<file path="src/rtl/mem_stage_pkg.sv">
// Shared RV32I pipeline types for the memory stage: stage registers, FSM states, funct3 codes.
// Build option: MISALIGN_TRAP_EN adds a misalign flag to the writeback payload.
package rv32i_types;

  localparam logic [6:0]  OP_LOAD  = 7'b0000011;
  localparam logic [6:0]  OP_STORE = 7'b0100011;
  localparam logic [31:0] NOP_INST = 32'h00000013;

  localparam logic [2:0] F3_LB  = 3'b000;
  localparam logic [2:0] F3_LH  = 3'b001;
  localparam logic [2:0] F3_LW  = 3'b010;
  localparam logic [2:0] F3_LBU = 3'b100;
  localparam logic [2:0] F3_LHU = 3'b101;
  localparam logic [2:0] F3_SB  = 3'b000;
  localparam logic [2:0] F3_SH  = 3'b001;
  localparam logic [2:0] F3_SW  = 3'b010;

  typedef enum logic {IDLE, WAIT} mem_state_t;

  typedef struct packed {
    logic [31:0] inst;
    logic [31:0] pc;
    logic [31:0] alu_out;
    logic [31:0] rs2_v;
    logic [31:0] u_imm;
    logic        br_en;
    logic [2:0]  funct3;
    logic [6:0]  opcode;
    logic [4:0]  rd_s;
    logic        regf_we;
    logic [3:0]  regfilemux_sel;
    logic        valid;
  } ex_mem_stage_reg_t;

  typedef struct packed {
    logic [31:0] inst;
    logic [31:0] pc;
    logic [31:0] alu_out;
    logic [31:0] u_imm;
    logic [31:0] load_data;
    logic        br_en;
    logic [4:0]  rd_s;
    logic        regf_we;
    logic [3:0]  regfilemux_sel;
`ifdef MISALIGN_TRAP_EN
    logic        misalign;
`endif
    logic        valid;
  } mem_wb_stage_reg_t;

  // funct3[1:0] encodes the access size for both loads and stores.
  function automatic logic [3:0] access_mask(input logic [2:0] funct3, input logic [1:0] offset);
    case (funct3[1:0])
      2'b00:   access_mask = 4'b0001 << offset;
      2'b01:   access_mask = 4'b0011 << offset;
      default: access_mask = 4'b1111;
    endcase
  endfunction

  function automatic logic is_misaligned(input logic [2:0] funct3, input logic [1:0] offset);
    case (funct3[1:0])
      2'b00:   is_misaligned = 1'b0;
      2'b01:   is_misaligned = offset[0];
      default: is_misaligned = (offset != 2'b00);
    endcase
  endfunction

endpackage

</file>
<file path="src/rtl/mem_stage_if.sv">
// Data-memory request/response bus between the memory stage (master) and data memory (slave).
interface mem_stage_if;
  logic [31:0] dmem_addr;
  logic [3:0]  dmem_rmask;
  logic [3:0]  dmem_wmask;
  logic [31:0] dmem_wdata;
  logic [31:0] dmem_rdata;
  logic        dmem_resp;

  modport master (
    output dmem_addr, dmem_rmask, dmem_wmask, dmem_wdata,
    input  dmem_rdata, dmem_resp
  );

  modport slave (
    input  dmem_addr, dmem_rmask, dmem_wmask, dmem_wdata,
    output dmem_rdata, dmem_resp
  );
endinterface

</file>
<file path="src/rtl/mem_stage_load_align.sv">
// Combinational load alignment: selects the addressed byte/half/word and extends it.
module load_align
  import rv32i_types::*;
(
  input  logic [2:0]  funct3_i,
  input  logic [1:0]  offset_i,
  input  logic [31:0] rdata_i,
  output logic [31:0] load_data_o
);

  logic [31:0] shifted;

  assign shifted = rdata_i >> {offset_i, 3'b000};

  always_comb begin
    load_data_o = '0;
    case (funct3_i)
      F3_LB:   load_data_o = {{24{shifted[7]}}, shifted[7:0]};
      F3_LH:   load_data_o = {{16{shifted[15]}}, shifted[15:0]};
      F3_LW:   load_data_o = shifted;
      F3_LBU:  load_data_o = {24'h000000, shifted[7:0]};
      F3_LHU:  load_data_o = {16'h0000, shifted[15:0]};
      default: load_data_o = '0;
    endcase
  end

endmodule

</file>
<file path="src/rtl/mem_stage.sv">
// RV32I memory stage: drives data-memory requests from ex_mem, stalls until dmem_resp, registers mem_wb.
// Build option: MISALIGN_TRAP_EN turns misaligned half/word accesses into flagged, request-free completions.
module mem_stage
  import rv32i_types::*;
(
  input  logic               clk,
  input  logic               rst_n,
  input  ex_mem_stage_reg_t  ex_mem_i,
  mem_stage_if.master        dmem,
  output logic               mem_stall_o,
  output mem_wb_stage_reg_t  mem_wb_o
);

  mem_state_t        state_q, state_d;
  mem_wb_stage_reg_t mem_wb_q, mem_wb_d;

  logic        is_store;
  logic        mem_op;
  logic        trap;
  logic        req;
  logic [1:0]  offset;
  logic [3:0]  mask;
  logic [31:0] store_data;
  logic [31:0] load_data;

  assign offset   = ex_mem_i.alu_out[1:0];
  assign is_store = (ex_mem_i.opcode == OP_STORE);
  assign mem_op   = ex_mem_i.valid && ((ex_mem_i.opcode == OP_LOAD) || is_store);

`ifdef MISALIGN_TRAP_EN
  assign trap = mem_op && is_misaligned(ex_mem_i.funct3, offset);
`else
  assign trap = 1'b0;
`endif

  assign req  = mem_op && !trap;
  assign mask = access_mask(ex_mem_i.funct3, offset);

  // Each byte lane picks its source byte of rs2_v according to the store size.
  for (genvar gi = 0; gi < 4; gi++) begin : g_lane
    assign store_data[8*gi +: 8] =
        (ex_mem_i.funct3[1:0] == 2'b00) ? ex_mem_i.rs2_v[7:0] :
        (ex_mem_i.funct3[1:0] == 2'b01) ? ex_mem_i.rs2_v[8*(gi%2) +: 8] :
                                          ex_mem_i.rs2_v[8*gi +: 8];
  end

  assign dmem.dmem_addr  = {ex_mem_i.alu_out[31:2], 2'b00};
  assign dmem.dmem_rmask = (req && !is_store) ? mask : 4'b0000;
  assign dmem.dmem_wmask = (req &&  is_store) ? mask : 4'b0000;
  assign dmem.dmem_wdata = store_data;
  assign mem_stall_o     = req && !dmem.dmem_resp;

  load_align u_load_align (
    .funct3_i    (ex_mem_i.funct3),
    .offset_i    (offset),
    .rdata_i     (dmem.dmem_rdata),
    .load_data_o (load_data)
  );

  always_comb begin
    state_d = state_q;
    case (state_q)
      IDLE:    if (req && !dmem.dmem_resp) state_d = WAIT;
      WAIT:    if (dmem.dmem_resp)         state_d = IDLE;
      default: state_d = IDLE;
    endcase
  end

  // A valid instruction retires when it needs no memory, traps, or sees its response.
  always_comb begin
    mem_wb_d       = mem_wb_q;
    mem_wb_d.valid = 1'b0;
    if (ex_mem_i.valid && (!mem_op || trap || dmem.dmem_resp)) begin
      mem_wb_d.inst           = ex_mem_i.inst;
      mem_wb_d.pc             = ex_mem_i.pc;
      mem_wb_d.alu_out        = ex_mem_i.alu_out;
      mem_wb_d.u_imm          = ex_mem_i.u_imm;
      mem_wb_d.br_en          = ex_mem_i.br_en;
      mem_wb_d.rd_s           = ex_mem_i.rd_s;
      mem_wb_d.regfilemux_sel = ex_mem_i.regfilemux_sel;
      mem_wb_d.regf_we        = trap ? 1'b0 : ex_mem_i.regf_we;
      mem_wb_d.load_data      = (req && !is_store) ? load_data : 32'h0;
`ifdef MISALIGN_TRAP_EN
      mem_wb_d.misalign       = trap;
`endif
      mem_wb_d.valid          = 1'b1;
    end
  end

  always_ff @(posedge clk or negedge rst_n) begin
    if (!rst_n) begin
      state_q       <= IDLE;
      mem_wb_q      <= '0;
      mem_wb_q.inst <= NOP_INST;
    end else begin
      state_q  <= state_d;
      mem_wb_q <= mem_wb_d;
    end
  end

  assign mem_wb_o = mem_wb_q;

endmodule

</file>
<file path="src/flat_wrapper.sv">
// flat-port wrapper written by rule: the top's interface ports become plain ports
module mem_stage_flat import rv32i_types::*;
  (clk, rst_n, ex_mem_i, mem_stall_o, mem_wb_o, dmem_dmem_addr, dmem_dmem_rmask, dmem_dmem_wmask, dmem_dmem_wdata, dmem_dmem_rdata, dmem_dmem_resp);
  mem_stage_if dmem_i ();
  input  logic clk;
  input  logic rst_n;
  input  ex_mem_stage_reg_t ex_mem_i;
  output logic mem_stall_o;
  output mem_wb_stage_reg_t mem_wb_o;
  output wire logic [$bits(dmem_i.dmem_addr)-1:0] dmem_dmem_addr;
  output wire logic [$bits(dmem_i.dmem_rmask)-1:0] dmem_dmem_rmask;
  output wire logic [$bits(dmem_i.dmem_wmask)-1:0] dmem_dmem_wmask;
  output wire logic [$bits(dmem_i.dmem_wdata)-1:0] dmem_dmem_wdata;
  input wire logic [$bits(dmem_i.dmem_rdata)-1:0] dmem_dmem_rdata;
  input wire logic [$bits(dmem_i.dmem_resp)-1:0] dmem_dmem_resp;
  assign dmem_dmem_addr = dmem_i.dmem_addr;
  assign dmem_dmem_rmask = dmem_i.dmem_rmask;
  assign dmem_dmem_wmask = dmem_i.dmem_wmask;
  assign dmem_dmem_wdata = dmem_i.dmem_wdata;
  assign dmem_i.dmem_rdata = dmem_dmem_rdata;
  assign dmem_i.dmem_resp = dmem_dmem_resp;
  mem_stage u_core (.clk(clk), .rst_n(rst_n), .ex_mem_i(ex_mem_i), .dmem(dmem_i), .mem_stall_o(mem_stall_o), .mem_wb_o(mem_wb_o));
endmodule
</file>
<file path="config.mk">
export PLATFORM = sky130hd
export DESIGN_NAME = mem_stage_flat
export DESIGN_NICKNAME = d
export VERILOG_FILES = /design/src/rtl/mem_stage_pkg.sv /design/src/rtl/mem_stage_if.sv /design/src/rtl/mem_stage_load_align.sv /design/src/rtl/mem_stage.sv /design/src/flat_wrapper.sv
export SDC_FILE = /design/constraint.sdc
export NUM_CORES = 1
export LEC_CHECK = 0
export CAP_MARGIN = 20
export CORE_AREA = 2 2 179 181
export DETAILED_ROUTE_END_ITERATION = 6
export DIE_AREA = 0 0 181 183
export SYNTH_ARGS = -nofsm -noshare
export SYNTH_HDL_FRONTEND = slang
export SYNTH_SLANG_ARGS = --single-unit
export TNS_END_PERCENT = 10
</file>
<file path="constraint.sdc">
create_clock -name clk -period 3 [get_ports clk]
set_clock_uncertainty 0.15 [all_clocks]
set_input_delay 0.6 -clock clk [delete_from_list [all_inputs] [get_ports clk]]
set_output_delay 0.6 -clock clk [all_outputs]
set_load 0.02 [all_outputs]
</file>
==> results of run 1 <==
## critical path, cell delays in order
cell	delay (ns)
clkdlybuf4s50_1	0.51
or4b_4	0.48
or2_4	0.30
nor2_1	0.12
buf_2	0.17
## timing repair
action | CTS | global route
endpoints found under the setup margin | 27 | 12
gates resized for setup | 39 | 13
pin swaps | 0 | 0
## synthesized netlist by cell type (3+ instances only)
cell type | n | area [sq um]
mux2i_1 | 27 | 270
buf_4 | 41 | 308
o311ai_1 | 8 | 70.1
dfstp_2 | 3 | 78.8
a21oi_1 | 9 | 45.0
a32oi_1 | 8 | 70.1
clkbuf_1 | 13 | 48.8
o21ai_0 | 9 | 45.0
dfrtp_1 | 169 | 4230
a32o_1 | 7 | 70.1
o311ai_0 | 6 | 52.6
a211o_1 | 8 | 70.1
mux2_2 | 155 | 1750
nor2_1 | 25 | 93.8
nand2_1 | 41 | 154
nor2b_1 | 11 | 68.8
buf_1 | 4 | 15.0
buf_2 | 16 | 80.1
## stage by stage
step                worst slack, ns  hold WS (ns)  setup TNS [ns]  area (sq um)  cells
finish                       0.0643      -0.00151               0         13500   1449
global route                 0.0170        0.0239               0         13500   1449
CTS                          0.0106        0.0176               0         13500   1449
detailed placement           -0.398         0.325          -52.68         12800   1417
global placement             -0.354         0.327          -47.12         12800   1417
floorplan                     0.206         0.154               0          7760    585
## cells in the final DEF (no fill, tap or decap), types with 2 or more instances in the layout
master	n
clkbuf_16	17
nor2b_1	11
buf_4	44
o311ai_0	6
a32o_1	7
conb_1	2
buf_2	4
dlygate4sd2_1	20
o311ai_1	8
nor2_1	25
dfstp_2	3
clkinvlp_4	2
a21oi_1	9
clkdlybuf4s50_1	421
o21ai_0	9
bufinv_16	5
mux2_2	155
dlymetal6s2s_1	8
dfrtp_1	169
nand2_1	41
buf_12	9
inv_6	6
a32oi_1	8
mux2i_1	27
nor4b_4	2
a211o_1	8
## where the power goes
group / switching, W / internal [W]
Sequential: 0.0000960 / 0.00251
Clock: 0.00100 / 0.00150
Combinational: 0.000741 / 0.000907
Total: 0.00184 / 0.00492
## cell families after synthesis
group,share of synthesized area [%]
simple gates,5.74
buf+inv,6.45
compound gates,6.21
flops,55.6
mux,26.0
other cells,0.0484
## worst paths after layout
path	start	end	slack (ns)
max in group asynchronous	rst_n	u_core.mem_wb_o[166]	1.93
min reg2reg	u_core.mem_wb_o[40]	u_core.mem_wb_o[40]	0.34
max reg2reg	u_core.mem_wb_o[169]	u_core.mem_wb_o[169]	2.03
min	rst_n	u_core.mem_wb_o[5]	-0.002
min in group clk	u_core.mem_wb_o[40]	u_core.mem_wb_o[40]	0.34
max	ex_mem_i[0]	dmem_dmem_rmask[1]	0.06
## final cells by class
class / count / area [sq um] / share of cell area, %
inverters: 1 / 3.75 / 0.0278
well taps: 402 / 503 / 3.73
clock buffers: 18 / 429 / 3.18
repair buffers: 508 / 5040 / 37.4
multi-input cells: 334 / 2970 / 22.0
flip-flops and latches: 172 / 4310 / 31.9
clock inverters: 14 / 229 / 1.70
## per-layer routing
metal  track usage (%)  vias up  wire [um]
met1              17.9     3149      10400
met2              29.8      322      14200
met5                 0        -         12
met3              6.49       31       2590
met4              5.59        2        657
li1                  -     2958          -
==> flow_metrics.py, run 1 <==
metrics = {
    "final_layout": {
        "n_fill_cell": 2951,
        "fin_nets": 1251,
        "fin_util_pct": 43.2,
        "drive_above_1_share_pct": 24.5,
        "syn2layout_area_growth_pct": 73.9,
        "antenna_cells": 0,
        "largest_reg_flops": 172,
    },
    "floorplan": {
        "row_count": 65,
        "die_y_um": 183,
        "die_w_um": 181,
        "ios": 462,
        "core_sq_mm": 0.0312,
        "start_util_pct": 24.8,
        "die-area_sq_mm": 0.0331,
    },
    "placement": {
        "place_congestion": 0.797,
        "io_buffer_count": 459,
        "hpwl_mm": 21.8,
    },
    "synth": {
        "ys_async_sr_fraction_pct": 100,
        "synth_seq_cells": 172,
        "syn_avg_cell_area_sq_um": 13.3,
        "seq_area_frac_synth_pct": 55.6,
        "ys_types": 42,
        "syn-cell-area_sq_mm": 0.00775,
        "ys.warnings.count": 0,
        "synth_edf_count": 0,
        "syn_inst": 584,
        "yosys_most_used_dff": "dfrtp_1",
    },
    "detailed_routing": {
        "avgViaCountPerCell": 4.46,
        "wl_mm": 27.9,
        "drc": 0,
        "first_pass_iters": 5,
        "vias": 6462,
        "antenna_left": 0,
        "wire_per_inst_um": 19.2,
        "first_iter_violations": 276,
    },
    "timing": {
        "worst_slew_pin_slew_ns": 0.701,
        "hold_viol": 1,
        "slew_headroom_pct": 51.9,
        "grt_setup_unrepaired": "false",
        "clock.fmax_ghz": 0.341,
        "slew_violations": 0,
        "whs_ns": -0.00151,
        "period_share_pct": 97.9,
        "setup-violations-final": 0,
        "period_needed_ns": 2.94,
    },
    "worst_setup_path": {
        "critPathMaxFanout": 5,
        "critical_path_class": "in2out",
        "arrival_ns": 2.19,
        "worstPathRequired_ns": 2.25,
        "rr_worst_depth": 1,
        "cp-start-kind": "primary input",
        "cp-end-kind": "output pin",
    },
    "clock_network": {
        "cts.sinks": 172,
        "insertion_delay_ns": 0.42,
        "clk_pin_slew_ns": 0.07,
        "postCtsSetupRepairBufs": 0,
        "cts_tree": "done",
        "h-tree-depth": 4,
        "clock_path_buffers": 2,
        "cts_hold_buf": 0,
        "cts_buffers": 17,
        "clock-root-buffer": "clkbuf_16",
    },
    "power": {
        "power.density_mw_per_mm2": 502,
        "ir_drop_mv": 0.323,
        "power_w": 0.00676,
        "p_leak_nw": 5.70,
    },
    "global_route": {
        "grt_pass1_wl_mm": 41.8,
        "grt.total_usage_pct": 16.6,
        "grt_max_degree": 65,
        "grt.overflow.total": 0,
        "antenna_found_initial": 1,
        "grt_pass1_vias": 6930,
    },
    "hold_path": {
        "hold_class": "in2async",
    },
    "run_status": {
        "violations": "hold timing",
        "status": "complete, but fails checks",
    },
    "job": {
        "drv_cap": 0,
    },
}
Power figures use the tool's default switching activity.
==> run 2, diff against run 1 <==
- CORE_AREA: 2 2 179 181 -> 2 2 180 182
- DIE_AREA: 0 0 181 183 -> 0 0 182 184
- SYNTH_HIERARCHICAL: default -> 1
==> run 2 against run 1 <==
The flow now finishes without violations. Critical path type unchanged. Global-route usage increased by 0.37 points. Sequential share of layout area decreased by 1.9 points. Area after synthesis up 13%. Final cell count up 3.2%. Worst hold slack gained 0.32 ns. Largest power group unchanged.
==> flow_metrics.py, run 2 <==
metrics = {
    "run_status": {
        "status": "complete, no violations",
    },
    "timing": {
        "worst_slew_pin_slew_ns": 0.578,
        "period_share_pct": 98.2,
        "whs_ns": 0.322,
        "hold_viol": 0,
        "finalWorstSetupSlack_ns": 0.0535,
        "grt_setup_unrepaired": "true",
        "period_needed_ns": 2.95,
        "setup-violations-final": 0,
        "slew_violations": 0,
        "slew_headroom_pct": 61.5,
        "clock.fmax_ghz": 0.339,
    },
    "synth": {
        "ys_async_sr_fraction_pct": 100,
        "ys_types": 43,
        "syn_inst": 625,
        "syn_avg_cell_area_sq_um": 14.0,
        "ys.warnings.count": 6,
        "yosys_most_used_dff": "dfrtp_1",
        "synth_seq_cells": 172,
        "ys_top_cells_by_area": "dfrtp_1, mux2_4, mux2_2",
        "synth_edf_count": 0,
        "syn-cell-area_sq_mm": 0.00874,
        "yosysTopAreaCell": "dfrtp_1",
        "seq_area_frac_synth_pct": 49.3,
        "yosysMostFrequentCell": "dfrtp_1",
        "yosysTopAreaCellShare_pct": 48.4,
        "synthTopCellsByCount": "dfrtp_1, mux2_4, mux2_2, buf_4, and4b_1",
    },
    "floorplan": {
        "die_y_um": 184,
        "row_count": 65,
        "die_w_um": 182,
        "core_sq_mm": 0.0314,
        "die-area_sq_mm": 0.0335,
        "start_util_pct": 27.8,
        "ios": 462,
    },
    "worst_setup_path": {
        "crit_buf_inv": 4,
        "critPathMaxFanout": 3,
        "cp_cell_sequence": "clkdlybuf4s50_1 -> nor4b_4 -> buf_6 -> nand4_1 -> buf_4 -> nor2_1 -> clkdlybuf4s15_2",
        "arrival_ns": 2.20,
        "critPathSlowestCell": "clkdlybuf4s50_1",
        "slowest_delay_ns": 0.48,
        "cp-end-kind": "output pin",
        "critical_path_class": "in2out",
        "worstPathRequired_ns": 2.25,
        "cp-start-kind": "primary input",
        "cp_top_family": "buffers and inverters",
    },
    "final_layout": {
        "layout_commonest_cell": "clkdlybuf4s50_1",
        "fin_area_sq_mm": 0.0143,
        "syn2layout_area_growth_pct": 63.9,
        "fin_nets": 1297,
        "finalNonFillerCells": 1495,
        "largest_reg_flops": 172,
        "most-common-layout-cells": "clkdlybuf4s50_1, dfrtp_1, mux2_4, mux2_2, buf_4",
        "seqCellArea_sq_mm": 0.00431,
        "multi_input_area_sq_mm": 0.00387,
        "drive_above_1_share_pct": 28.0,
        "antenna_cells": 0,
        "n_fill_cell": 2887,
    },
    "power": {
        "p_leak_nw": 6.37,
        "ir_drop_mv": 0.355,
        "power.density_mw_per_mm2": 461,
    },
    "detailed_routing": {
        "first_pass_iters": 4,
        "drc": 0,
        "avgViaCountPerCell": 4.52,
        "wire_per_inst_um": 19.4,
        "antenna_left": 0,
        "wl_mm": 29.0,
        "first_iter_violations": 218,
        "vias": 6759,
    },
    "global_route": {
        "grt_pass1_vias": 7213,
        "grt_pass1_wl_mm": 43.4,
        "grt.total_usage_pct": 17.0,
        "grt.overflow.total": 0,
        "grt_max_degree": 55,
        "antenna_found_initial": 1,
    },
    "job": {
        "drv_cap": 0,
    },
    "clock_network": {
        "h-tree-depth": 4,
        "insertion_delay_ns": 0.42,
        "clk_pin_slew_ns": 0.07,
        "cts_buffers": 17,
        "clock_path_buffers": 2,
        "cts_tree": "done",
        "clock-root-buffer": "clkbuf_16",
        "cts.sinks": 172,
    },
    "placement": {
        "place_area_sq_mm": 0.0137,
        "place_congestion": 0.828,
        "hpwl_mm": 22.4,
        "io_buffer_count": 459,
        "dp_cells": 1455,
        "post-place-ws_ns": -0.549,
    },
    "hold_path": {
        "hold_class": "in2reg",
    },
}
[run 2: changes by cell type after synthesis, moves of 11 or more]
cell / before / now
buf_6: 1 / 12
mux2_4: 0 / 99
a211oi_1: 0 / 14
and4b_1: 1 / 32
nand2_1: 41 / 19
nor2_1: 25 / 11
mux2_2: 155 / 89
[run 2: routing by layer]
layer  routed length [um]  up-vias  share of wire [%]  global-route usage [%]
met5                   12        -              0.041                       0
met4                  594        2                2.0                    5.48
met3                 2080       32                7.2                    4.83
met2                15000      295                 52                    30.8
met1                11300     3291                 39                    19.3
li1                     -     3139                  -                       -
[run 2: cell families (layout without fill, tap and decap cells)]
family / Yosys count / in the layout / synth area share, %
AOI/OAI and AO/OA: 61 / 61 / 4.97
and+or+nand+nor: 92 / 92 / 7.57
DFF: 172 / 172 / 49.3
buffers and inverters: 84 / 551 / 6.56
other: 1 / 2 / 0.0429
muxes: 215 / 215 / 31.6
[run 2: stage by stage]
| step | util (%) | power [W] | TNS [ns] |
|---|---|---|---|
| after floorplan | - | 0.00348 | 0 |
| after global placement | 43.7 | 0.00445 | -6.59 |
| after detailed placement | 43.7 | 0.00447 | -7.23 |
| after CTS | 45.6 | 0.00671 | -0.130 |
| after global routing | 45.6 | 0.00691 | -0.00277 |
| final | 45.6 | 0.00660 | 0 |
[run 2: final cells by class]
type                            instances  area share, %
Timing Repair Buffer                  515           35.2
Clock inverter                         15           1.05
Inverter                                4          0.157
Tap cell                              402           3.51
Clock buffer                           17           2.97
Multi-Input combinational cell        370           27.0
Sequential cell                       172           30.1
[run 2: power breakdown]
part	switching [W]	internal, W
sequential	0.000101	0.00251
clock	0.00102	0.00118
combinational	0.000791	0.000994
[run 2: what timing repair did]
| item | in CTS | in global routing |
|---|---|---|
| endpoints found under the setup margin | 33 | 10 |
| gates resized for setup | 53 | 13 |
| gates cloned | 1 | 0 |
| hold buffers | 1 | 0 |
| setup buffers | 6 | 0 |
| pin swaps | 2 | 1 |
| endpoints found under the hold margin | 4 | 0 |
[run 2: worst paths after layout]
kind,slack [ns],startpoint,depth (start not counted),endpoint
max,0.05,ex_mem_i[0],7,dmem_dmem_wmask[0]
min,0.32,ex_mem_i[86],2,u_core/mem_wb_o[76]
min reg2reg,0.35,u_core/mem_wb_o[118],1,u_core/mem_wb_o[118]
min in group asynchronous,0.57,rst_n,2,u_core/mem_wb_o[9]
max reg2reg,2.05,u_core/mem_wb_o[68],1,u_core/mem_wb_o[68]
max in group asynchronous,1.30,rst_n,3,u_core/mem_wb_o[118]
==> run 3, diff against run 2 <==
- CAP_MARGIN: 20 -> 10
- SETUP_SLACK_MARGIN: default -> 0.05
==> run 3 against run 2 <==
Maximum frequency grew 2.2%. Highest routed layer unchanged. Final cell count is essentially flat. First-iteration DRC count grew 0.46%. Die area is the same. Clock-buffer cell count is the same. Core utilization is essentially flat. Largest cell class unchanged. Worst hold slack is essentially flat. Power is essentially flat. Non-clock buffer count grew 1. Sequential share of layout area is essentially flat.
==> flow_metrics.py, run 3 (synthesis results as in run 2) <==
metrics = {
    "final_layout": {
        "seqCellArea_sq_mm": 0.00431,
        "fin_nets": 1298,
        "n_fill_cell": 2888,
        "antenna_cells": 0,
        "syn2layout_area_growth_pct": 64.0,
        "multi_input_area_sq_mm": 0.00388,
        "layout_commonest_cell": "clkdlybuf4s50_1",
        "fin_area_sq_mm": 0.0143,
        "largest_reg_flops": 172,
        "most-common-layout-cells": "clkdlybuf4s50_1, dfrtp_1, mux2_4, mux2_2, buf_4",
        "drive_above_1_share_pct": 28.0,
    },
    "power": {
        "p_sw_w": 0.00192,
        "pwr-share-clk_pct": 33.4,
        "p_leak_nw": 6.40,
        "pwr-share-seq_pct": 39.6,
        "power.density_mw_per_mm2": 461,
        "ir_drop_mv": 0.355,
        "p_int_w": 0.00468,
        "p_sw_share_pct": 29.0,
        "p_comb_share_pct": 27.0,
    },
    "run_status": {
        "status": "complete, no violations",
    },
    "detailed_routing": {
        "vias": 6795,
        "antenna_left": 0,
        "first_iter_violations": 219,
        "drc": 0,
        "wl_mm": 29.2,
        "avgViaCountPerCell": 4.54,
        "first_pass_iters": 4,
        "wire_per_inst_um": 19.5,
    },
    "worst_setup_path": {
        "cp-end-kind": "output pin",
        "worstPathRequired_ns": 2.25,
        "rr_worst_depth": 1,
        "r2r_slack_ns": 2.04,
        "critical_path_class": "in2out",
        "critPathSlowestCell": "clkdlybuf4s50_1",
        "arrival_ns": 2.13,
        "cp_cell_sequence": "clkdlybuf4s50_1 -> buf_6 -> nand2_1 -> o21ai_0 -> clkdlybuf4s50_1",
        "cpMostUsedCell": "clkdlybuf4s50_1",
        "slowest_delay_ns": 0.64,
        "cp-start-kind": "primary input",
        "r2r-end": "u_core/mem_wb_o[68]",
        "critPathMaxFanout": 16,
        "r2r-start": "u_core/mem_wb_o[68]",
    },
    "floorplan": {
        "die_y_um": 184,
        "ios": 462,
        "die_w_um": 182,
        "row_count": 65,
        "core_sq_mm": 0.0314,
        "die-area_sq_mm": 0.0335,
        "start_util_pct": 27.8,
    },
    "clock_network": {
        "cts_buffers": 17,
        "cts_tree": "done",
        "h-tree-depth": 4,
        "clock-root-buffer": "clkbuf_16",
        "clock_path_buffers": 2,
        "cts.sinks": 172,
        "insertion_delay_ns": 0.42,
        "clk_pin_slew_ns": 0.07,
    },
    "global_route": {
        "grt_max_degree": 55,
        "grt_pass1_vias": 7265,
        "grt_pass1_wl_mm": 43.6,
        "antenna_found_initial": 1,
        "grt.overflow.total": 0,
        "grt.total_usage_pct": 17.1,
    },
    "timing": {
        "worst_slew_pin_slew_ns": 0.579,
        "hold_viol": 0,
        "setup-violations-final": 0,
        "slew_violations": 0,
        "finalWorstSetupSlack_ns": 0.116,
        "period_share_pct": 96.1,
        "clock.fmax_ghz": 0.347,
        "slew_headroom_pct": 61.4,
        "period_needed_ns": 2.88,
        "grt_setup_unrepaired": "false",
    },
    "hold_path": {
        "hold_class": "in2reg",
        "min_from": "ex_mem_i[86]",
        "min_path_cells": 2,
        "min_to": "u_core/mem_wb_o[76]",
    },
    "job": {
        "drv_cap": 0,
    },
    "placement": {
        "place_congestion": 0.828,
        "hpwl_mm": 22.4,
        "post-place-ws_ns": -0.549,
        "place_area_sq_mm": 0.0137,
        "io_buffer_count": 459,
    },
}
[run 3: cell count changes in the layout (fill, tap and decap cells not counted)]
cell / change
clkdlybuf4s15_2: -1
buf_2: +3
buf_4: -1
clkbuf_2: -1
nor2_2: -3
nor2_1: +2
buf_6: +1
dlymetal6s2s_1: +1
clkdlybuf4s50_1: -4
nor2_4: +1
nor4b_1: -1
dlygate4sd2_1: +3
nor4b_2: +1
[run 3: area by class of cell]
| class | instances | area share [%] |
|---|---|---|
| flip-flops and latches | 172 | 30.1 |
| multi-input cells | 370 | 27.1 |
| repair buffers | 516 | 35.2 |
| well taps | 402 | 3.51 |
| clock buffers | 17 | 2.97 |
| clock inverters | 15 | 1.05 |
| inverters | 4 | 0.157 |
[run 3: per-stage QoR]
| stage | hold slack, ns | util [%] | power, W | cells | TNS (ns) |
|---|---|---|---|---|---|
| CTS | 0.299 | 45.6 | 0.00671 | 1496 | 0 |
| finish | 0.322 | 45.6 | 0.00660 | 1496 | 0 |
| detailed placement | 0.342 | 43.7 | 0.00447 | 1455 | -7.23 |
| global route | 0.317 | 45.6 | 0.00691 | 1496 | 0 |
| global placement | 0.339 | 43.7 | 0.00445 | 1455 | -6.59 |
| floorplan | 0.154 | - | 0.00348 | 626 | 0 |
[run 3: repair_timing]
action                                  4_1_cts  5_1_grt
buffers inserted                              7        0
hold buffers                                  1        0
endpoints found under the hold margin         4        0
gates cloned                                  1        0
pin swaps                                     2        0
resized for setup                            62       10
endpoints found under the setup margin       33        8
[run 3: how the worst max path moves through the flow]
stage / startpoint / end / cells after the start
final: ex_mem_i[19] / dmem_dmem_wdata[29] / 5
after detailed placement: ex_mem_i[17] / dmem_dmem_rmask[1] / 5
after floorplan: ex_mem_i[17] / mem_stall_o / 3
after global routing: ex_mem_i[19] / dmem_dmem_wdata[29] / 5
after global placement: ex_mem_i[17] / dmem_dmem_rmask[3] / 5
after CTS: ex_mem_i[0] / dmem_dmem_wmask[3] / 8
[run 3: layer usage]
| metal | GRT usage [%] | vias to the layer above | wire [um] |
|---|---|---|---|
| li1 | - | 3144 | - |
| met1 | 19.2 | 3306 | 11200 |
| met2 | 30.8 | 307 | 15100 |
| met3 | 5.03 | 36 | 2220 |
| met4 | 5.94 | 2 | 683 |
| met5 | 0 | - | 12 |
[run 3: worst max-delay path: cells and delay by family]
family,cells,cell delay (ns)
simple gates,1,0.06
compound gates,1,0.06
buf+inv,3,1.40
[run 3: power by group through the flow]
stage	Combinational (W)	Sequential (W)	Clock, W
floorplan	0.000588	0.00289	0
global route	0.00188	0.00264	0.00238
detailed placement	0.00181	0.00266	0
finish	0.00178	0.00261	0.00220
CTS	0.00181	0.00262	0.00229
global placement	0.00180	0.00265	0
